`config.mk`:
```
export PLATFORM = sky130hd
export DESIGN_NAME = bottom_linear_pipe
export DESIGN_NICKNAME = d
export VERILOG_FILES = /design/src/rtl/bottom_linear_pipe_pkg.sv /design/src/rtl/bottom_linear_pipe_blr_lane.sv /design/src/rtl/bottom_linear_pipe.sv
export SDC_FILE = /design/constraint.sdc
export NUM_CORES = 1
export LEC_CHECK = 0
export CAP_MARGIN = 20
export CORE_AREA = 2 2 114 116
export DETAILED_ROUTE_END_ITERATION = 10
export DIE_AREA = 0 0 116 118
export DONT_BUFFER_PORTS = 1
export PLACE_DENSITY = 0.56
export SYNTH_ARGS = -nofsm -noshare
export SYNTH_HDL_FRONTEND = slang
export SYNTH_SLANG_ARGS = --single-unit
```
`constraint.sdc`:
```
create_clock -name clk -period 4.9 [get_ports clk]
set_input_delay 0.98 -clock clk [delete_from_list [all_inputs] [get_ports clk]]
set_output_delay 0.98 -clock clk [all_outputs]
set_load 0.05 [all_outputs]
```
`src/rtl/bottom_linear_pipe_pkg.sv`:
```
// Shared widths and types for the bottom linear reverse-transform pipeline.
// Each lane maps 63 AND-layer products (M) to 8 output bits (W) via 29 XOR intermediates (P).
package bottom_linear_pipe_pkg;

    localparam int unsigned M_W = 63;
    localparam int unsigned P_W = 29;
    localparam int unsigned W_W = 8;

    localparam logic [W_W-1:0] OUT_XOR_DEFAULT = 8'h00;

    typedef logic [M_W-1:0] m_vec_t;
    typedef logic [P_W-1:0] p_vec_t;
    typedef logic [W_W-1:0] w_vec_t;

endpackage

```
`src/rtl/bottom_linear_pipe_blr_lane.sv`:
```
// One lane of the depth-16 bottom linear reverse transform, split into a P layer
// (from M) and a W layer (from P) so the pipeline can register P in between.
module blr_lane
    import bottom_linear_pipe_pkg::*;
(
    input  logic [M_W-1:0] m,
    output logic [P_W-1:0] p,
    input  logic [P_W-1:0] p_src,
    output logic [W_W-1:0] w
);

    // p[0..20] hold P0..P20, p[21..28] hold P22..P29 (the equations have no P21).
    function automatic p_vec_t blr_p(input m_vec_t mi);
        p_vec_t r;
        r[0]  = mi[51] ^ mi[60];
        r[1]  = mi[57] ^ mi[58];
        r[2]  = mi[53] ^ mi[61];
        r[3]  = mi[46] ^ mi[49];
        r[4]  = mi[47] ^ mi[55];
        r[5]  = mi[45] ^ mi[50];
        r[6]  = mi[48] ^ mi[59];
        r[7]  = r[0]   ^ r[1];
        r[8]  = mi[49] ^ mi[52];
        r[9]  = mi[54] ^ mi[62];
        r[10] = mi[56] ^ r[4];
        r[11] = r[0]   ^ r[3];
        r[12] = mi[45] ^ mi[47];
        r[13] = mi[48] ^ mi[50];
        r[14] = mi[48] ^ mi[61];
        r[15] = mi[53] ^ mi[58];
        r[16] = mi[56] ^ mi[60];
        r[17] = mi[57] ^ r[2];
        r[18] = mi[62] ^ r[5];
        r[19] = r[2]   ^ r[3];
        r[20] = r[4]   ^ r[6];
        r[21] = r[2]   ^ r[7];
        r[22] = r[7]   ^ r[8];
        r[23] = r[5]   ^ r[7];
        r[24] = r[6]   ^ r[10];
        r[25] = r[9]   ^ r[11];
        r[26] = r[10]  ^ r[18];
        r[27] = r[11]  ^ r[24];
        r[28] = r[15]  ^ r[20];
        return r;
    endfunction

    // Output bit 7 is W0, bit 0 is W7.
    function automatic w_vec_t blr_w(input p_vec_t pi);
        w_vec_t r;
        r[7] = pi[13] ^ pi[21];
        r[6] = pi[25] ^ pi[28];
        r[5] = pi[17] ^ pi[27];
        r[4] = pi[12] ^ pi[21];
        r[3] = pi[22] ^ pi[26];
        r[2] = pi[19] ^ pi[23];
        r[1] = pi[14] ^ pi[22];
        r[0] = pi[9]  ^ pi[16];
        return r;
    endfunction

    logic unused_m;
    logic unused_p;

    assign p = blr_p(m);
    assign w = blr_w(p_src);

    // Products M0..M44 feed other parts of the S-box, not this transform.
    assign unused_m = ^m[44:0];
    assign unused_p = ^{p_src[24], p_src[20], p_src[18], p_src[15], p_src[11:10], p_src[8:0]};

endmodule

```
`src/rtl/bottom_linear_pipe.sv`:
```
// Valid/ready pipeline of LANES bottom-linear lanes, 1 or 2 register stages,
// with a sideband tag travelling alongside each transfer.
module bottom_linear_pipe
    import bottom_linear_pipe_pkg::*;
#(
    parameter int unsigned    LANES       = 4,
    parameter int unsigned    PIPE_STAGES = 2,
    parameter int unsigned    TAG_W       = 4,
    parameter logic [W_W-1:0] OUT_XOR     = OUT_XOR_DEFAULT
) (
    input  logic                   clk,
    input  logic                   reset_n,
    input  logic                   in_valid,
    output logic                   in_ready,
    input  logic [M_W*LANES-1:0]   in_m,
    input  logic [TAG_W-1:0]       in_tag,
    output logic                   out_valid,
    input  logic                   out_ready,
    output logic [W_W*LANES-1:0]   out_w,
    output logic [TAG_W-1:0]       out_tag
);

    localparam int unsigned LAST = PIPE_STAGES - 1;

    logic [PIPE_STAGES-1:0] vld_q;
    logic [PIPE_STAGES-1:0] vld_d;
    logic [PIPE_STAGES-1:0] load;
    logic [PIPE_STAGES:0]   rdy;

    // Generic stage control: a stage loads when empty or when it drains this cycle,
    // so readiness ripples backwards from out_ready through every stage.
    always_comb begin
        rdy              = '0;
        rdy[PIPE_STAGES] = out_ready;
        for (int unsigned i = 0; i < PIPE_STAGES; i++) begin
            rdy[LAST-i] = !vld_q[LAST-i] || rdy[LAST-i+1];
        end
        load     = rdy[PIPE_STAGES-1:0];
        vld_d    = vld_q;
        vld_d[0] = load[0] ? in_valid : vld_q[0];
        for (int unsigned i = 1; i < PIPE_STAGES; i++) begin
            vld_d[i] = load[i] ? vld_q[i-1] : vld_q[i];
        end
    end

    always_ff @(posedge clk) begin
        if (!reset_n) begin
            vld_q <= '0;
        end else begin
            vld_q <= vld_d;
        end
    end

    assign in_ready  = reset_n && load[0];
    assign out_valid = vld_q[LAST];

    logic [LANES-1:0][P_W-1:0] p_comb;
    logic [LANES-1:0][P_W-1:0] p_src;
    logic [LANES-1:0][W_W-1:0] w_comb;
    logic [LANES-1:0][W_W-1:0] w_xor;

    for (genvar k = 0; k < LANES; k++) begin : g_lane
        blr_lane u_lane (
            .m     (in_m[k*M_W +: M_W]),
            .p     (p_comb[k]),
            .p_src (p_src[k]),
            .w     (w_comb[k])
        );
    end

    always_comb begin
        for (int unsigned k = 0; k < LANES; k++) begin
            w_xor[k] = w_comb[k] ^ OUT_XOR;
        end
    end

    logic             w_src_vld;
    logic [TAG_W-1:0] w_src_tag;

    if (PIPE_STAGES == 2) begin : g_two
        logic [LANES-1:0][P_W-1:0] p_q;
        logic [LANES-1:0][P_W-1:0] p_d;
        logic [TAG_W-1:0]          tag_p_q;
        logic [TAG_W-1:0]          tag_p_d;

        always_comb begin
            p_d     = p_q;
            tag_p_d = tag_p_q;
            if (load[0] && in_valid) begin
                p_d     = p_comb;
                tag_p_d = in_tag;
            end
        end

        always_ff @(posedge clk) begin
            p_q     <= p_d;
            tag_p_q <= tag_p_d;
        end

        assign p_src     = p_q;
        assign w_src_vld = vld_q[0];
        assign w_src_tag = tag_p_q;
    end else begin : g_one
        assign p_src     = p_comb;
        assign w_src_vld = in_valid;
        assign w_src_tag = in_tag;
    end

    logic [LANES-1:0][W_W-1:0] w_q;
    logic [LANES-1:0][W_W-1:0] w_d;
    logic [TAG_W-1:0]          tag_w_q;
    logic [TAG_W-1:0]          tag_w_d;

    // Data only captures real transfers, so a stalled output stays bit-stable.
    always_comb begin
        w_d     = w_q;
        tag_w_d = tag_w_q;
        if (load[LAST] && w_src_vld) begin
            w_d     = w_xor;
            tag_w_d = w_src_tag;
        end
    end

    always_ff @(posedge clk) begin
        w_q     <= w_d;
        tag_w_q <= tag_w_d;
    end

    assign out_w   = w_q;
    assign out_tag = tag_w_q;

endmodule

```
# Word-level counts from Yosys, hierarchy flattened
# Index checks and enable logic that the tools add are counted.
[totals]
inputBits = 260
out_inout_bits = 38
elab_cells = 167
ff_bits = 158
[classes]
bitwise_logic = 148
reduce_logical = 7
[op_table]
columns = ["operator", "count"]
rows = [
  ["$xor A1 B1 Y1", 148],
  ["$logic_and A1 B1 Y1", 3],
  ["$logic_not A1 Y1", 2],
  ["$logic_or A1 B1 Y1", 2],
]

# Depth between registers and ports, before layout
[depth]
word_depth = 4
depth_mapped = 3

# Modules after synthesis
# Synthesis repeated with hierarchy kept, for this count alone.
[hier_totals]
cells_unflattened = 338
area_unflattened_um2 = 6308.6
[modules_own_cells]
columns = ["mod", "seq_area_each_um2", "cells_each", "instances", "area_each_um2"]
rows = [
  ["bottom_linear_pipe", 4724.5, 166, 1, 4777.1],
  ["blr_lane", 0.0, 43, 4, 382.9],
]

# Worst setup path after synthesis
# No wires, ideal clock.
[synth_path]
path_type = "input port to flip-flop"
from = "in out_ready"
to = "reg tag_w_q[0] (netlist: out_tag[0]), enable pin"
setup_slack_ps = 1792
arrival_ps = 2675
path_stages = 2
cell_sequence = "nor2b_1 nor2b_1"
[synth_via]
elab_chain_len = 2
[synth_lines]
columns = ["item", "line", "text"]
rows = [
  ["start, declared", "bottom_linear_pipe.sv:18", "input logic out_ready,"],
  ["$logic_or A1 B1 Y1", "bottom_linear_pipe.sv:36", "rdy[LAST-i] = !vld_q[LAST-i] || rdy[LAST-i+1];"],
  ["$logic_and A1 B1 Y1", "bottom_linear_pipe.sv:118", "if (load[LAST] && w_src_vld) begin"],
  ["end signal, assigned", "bottom_linear_pipe.sv:126", "tag_w_q <= tag_w_d;"],
  ["end, declared", "bottom_linear_pipe.sv:111", "logic [TAG_W-1:0] tag_w_q;"],
]
# Every way passes these cells.
# A chain may end at the register's enable or synchronous reset.

# Worst setup path after layout
[layout_path]
from = "reg vld_q[1]"
to = "out in_ready"
[layout_via]
elab_chain_len = 4
[layout_lines]
columns = ["item", "line", "text"]
rows = [
  ["start, declared", "bottom_linear_pipe.sv:25", "logic [PIPE_STAGES-1:0] vld_q;"],
  ["start signal, assigned", "bottom_linear_pipe.sv:50", "vld_q <= vld_d;"],
  ["$logic_not A1 Y1", "bottom_linear_pipe.sv:36", ""],
  ["$logic_or A1 B1 Y1 (2 in series)", "bottom_linear_pipe.sv:36", ""],
  ["$logic_and A1 B1 Y1", "bottom_linear_pipe.sv:54", "assign in_ready = reset_n && load[0];"],
  ["end, declared", "bottom_linear_pipe.sv:14", "output logic in_ready,"],
]
# Every way passes these cells.

==> flow_summary_export.csv <==
group,metric,value,unit
cts,cts_setup_buffers,0,
synthesis,synth_cell_type_count,13,
cts,numClockSinks,98,
worst_setup_path,cp_top_family,"simple AND/OR/NAND/NOR gates",
worst_hold_path,hp-start,"g_two.tag_p_q[0]",
timing,setup_ws,2.10,ns
timing,rsz0062_at_grt,"false",
cts,ctsResizeCount,0,
finish,layout_common_cells,"96 x edfxtp_1, 71 x xnor2_1, 66 x xor2_1",
placement,gp_congestion,0.773,
cts,cts_root_buf,"clkbuf_16",
power_and_ir_drop,power_leakage,1.63,nW
cts,cts_buffers,9,
timing,slew_violations,0,
worst_setup_path,worstPathMaxFanout,4,
worst_setup_path,crit_buf_inv,0,
cts,cts.clk_slew.worst_paths,0.06,ns
synthesis,synth_nets,510,
worst_setup_path,crit_chain,"nor2b_1 -> nand2_1 -> and2_1",
placement,placed_area,4540,um2
cts,cts_buffer_depth,2,
worst_setup_path,cp.required,3.92,ns
global_routing,gr-total-overflow,0,
global_routing,grt_antenna_before_repair,1,
worst_hold_path,min_to,"out_tag[0]",
timing,max_slew_margin,61.7,%
placement,hpwlAfterDp,5760,um
global_routing,grt_pass1_vias,1979,
power_and_ir_drop,ir_drop,0.000223,V
finish,fin_nets,524,
timing,worst_pin_slew,0.576,ns
worst_setup_path,critPathMaxStageDelay,0.63,ns
cts,h-tree-depth,3,
power_and_ir_drop,netSwitchingFraction,26.4,%
detailed_routing,drt_wl_total,7980,um
detailed_routing,dr.pass1.iters,4,
synthesis,synth_area,4310,um2
worst_hold_path,hold_class,"flop to flop",
power_and_ir_drop,p_switching,578,uW
cts,clk_latency,0.34,ns
finish,fin_cells,440,
worst_setup_path,critPathCaptureType,"output pin",
synthesis,synth_cells,250,
finish,diodes,0,
power_and_ir_drop,p_comb_share,12.5,%
die,die-area,13700,um2
synthesis,ys.warnings.count,0,
timing,max_freq,0.357,GHz
worst_setup_path,worstSetupStartpointType,"flop",
cts,ctsHoldBuffers,0,
flow_run,maxCapViolations,0,
die,die_height,118,um
timing,tns,0,ns
die,fp.dieW,116,um
timing,clock_skew,0.00864,ns
worst_setup_path,regToRegSetupSlack,2.76,ns
power_and_ir_drop,clkPwrFrac,31.3,%
die,core-area,12400,um2
synthesis,seq_area_frac_synth,67.8,%
die,num_rows,41,
die,pin_count,298,
status,outcome,"finished clean",
finish,final_common_cell,"edfxtp_1",
global_routing,grt_pass1_wl,11700,um
timing,period_share,57.2,%
detailed_routing,postRouteAntennaNets,0,
placement,pre_cts_slack,2.08,ns
finish,drive_above_1_share,7.84,%
global_routing,grt_max_degree,45,
worst_setup_path,worst_r2r_startpoint,"vld_q[1]",
detailed_routing,drt_iter0_drc,74,
timing,hold_viol,0,
finish,syn2layout_area_growth,12.9,%
detailed_routing,vias,1891,
detailed_routing,drc,0,
worst_setup_path,worst_r2r_endpoint,"g_two.tag_p_q[1]",
synthesis,postSynthAreaPerCell,17.3,um2
timing,period_needed,2.80,ns
synthesis,synth-seq-cells,98,
global_routing,grt_use_total,12.2,%
die,start_util,34.7,%
detailed_routing,vias_per_cell,4.30,
placement,io_buffers,0,
worst_setup_path,slowest_stage,"dfxtp_1",
power_and_ir_drop,p_int,1.62,mW
detailed_routing,wl_per_cell,18.1,um
power_and_ir_drop,powerDensity,450,nW/um2
worst_setup_path,crit_arrival,1.82,ns
worst_setup_path,r2r_cells,5,
worst_setup_path,crit_type,"flop to output pin",
power_and_ir_drop,pwr-share-seq,56.2,%
cts,tritoncts,"built",
worst_hold_path,hold_path_depth,0,
timing,setup_viol,0,
placement,place_inst,423,
finish,design_area,4870,um2
[logic make-up (layout without fill, tap and decap cells)]
group           count (synthesis)  count (layout)  share of synthesized area, %
buf+inv                         0              18                             0
simple gates                    6               6                         0.812
xor+xnor                      144             144                          31.1
flops                          98              98                          67.8
compound gates                  2               2                         0.290
[area by class of cell]
| cell class | count | area [um2] |
|---|---|---|
| Multi-Input combinational cell | 152 | 1400 |
| Fill cell | 1184 | 7550 |
| Clock buffer | 9 | 225 |
| Timing Repair Buffer | 3 | 47.5 |
| Sequential cell | 98 | 2920 |
| Tap cell | 172 | 215 |
| Clock inverter | 6 | 58.8 |
[flip-flops by register name, indices dropped and copies added (netlist names)]
name / count
vld_q: 2
g_two.p_q: 56
out_tag: 4
g_two.tag_p_q: 4
out_w: 32
[power by group through the flow]
stage          clock [mW]  combinational, mW  sequential (mW)
3_3_place_gp            0              0.268             1.25
4_1_cts             0.713              0.277             1.24
5_1_grt             0.741              0.305             1.25
3_5_place_dp            0              0.273             1.25
2_1_floorplan           0              0.222             1.24
6_report            0.686              0.274             1.23
[worst max path at each step]
| stage | startpoint | to | cells past startpoint |
|---|---|---|---|
| 3_3_place_gp | out_ready | g_two.p_q[112] | 4 |
| 6_report | vld_q[1] | in_ready | 3 |
| 4_1_cts | vld_q[1] | in_ready | 3 |
| 5_1_grt | vld_q[1] | in_ready | 3 |
| 2_1_floorplan | out_ready | out_tag[0] | 2 |
| 3_5_place_dp | out_ready | g_two.p_q[112] | 4 |
[stage by stage]
| step | power [mW] | utilization (%) | hold slack (ns) |
|---|---|---|---|
| after floorplan | 1.46 | - | 0.400 |
| after global placement | 1.52 | 36.6 | 0.405 |
| after detailed placement | 1.53 | 36.6 | 0.412 |
| after CTS | 2.23 | 38.9 | 0.425 |
| after global routing | 2.29 | 39.2 | 0.426 |
| final | 2.19 | 39.2 | 0.421 |
[cells in the mapped netlist]
cell      count  area, um2
xor3_1        3       71.3
xor2_1       66        578
a21oi_1       1       5.00
xor2_2        2       32.5
xnor3_1       1       22.5
nand2_1       1       3.75
nor2b_1       3       18.8
dfxtp_1       2       40.0
xnor2_2       1       16.3
o21a_1        1       7.51
edfxtp_1     96       2880
xnor2_1      71        622
and2_1        2       12.5
[layer usage]
layer  vias to the layer above  routed length, um  track usage (%)
li1                        887                  -                -
met3                        15               1290             10.5
met5                         -                 12                0
met4                         2                150             4.46
met1                       903               3170             13.8
met2                        84               3360             16.7
Power figures use the tool's default switching activity.
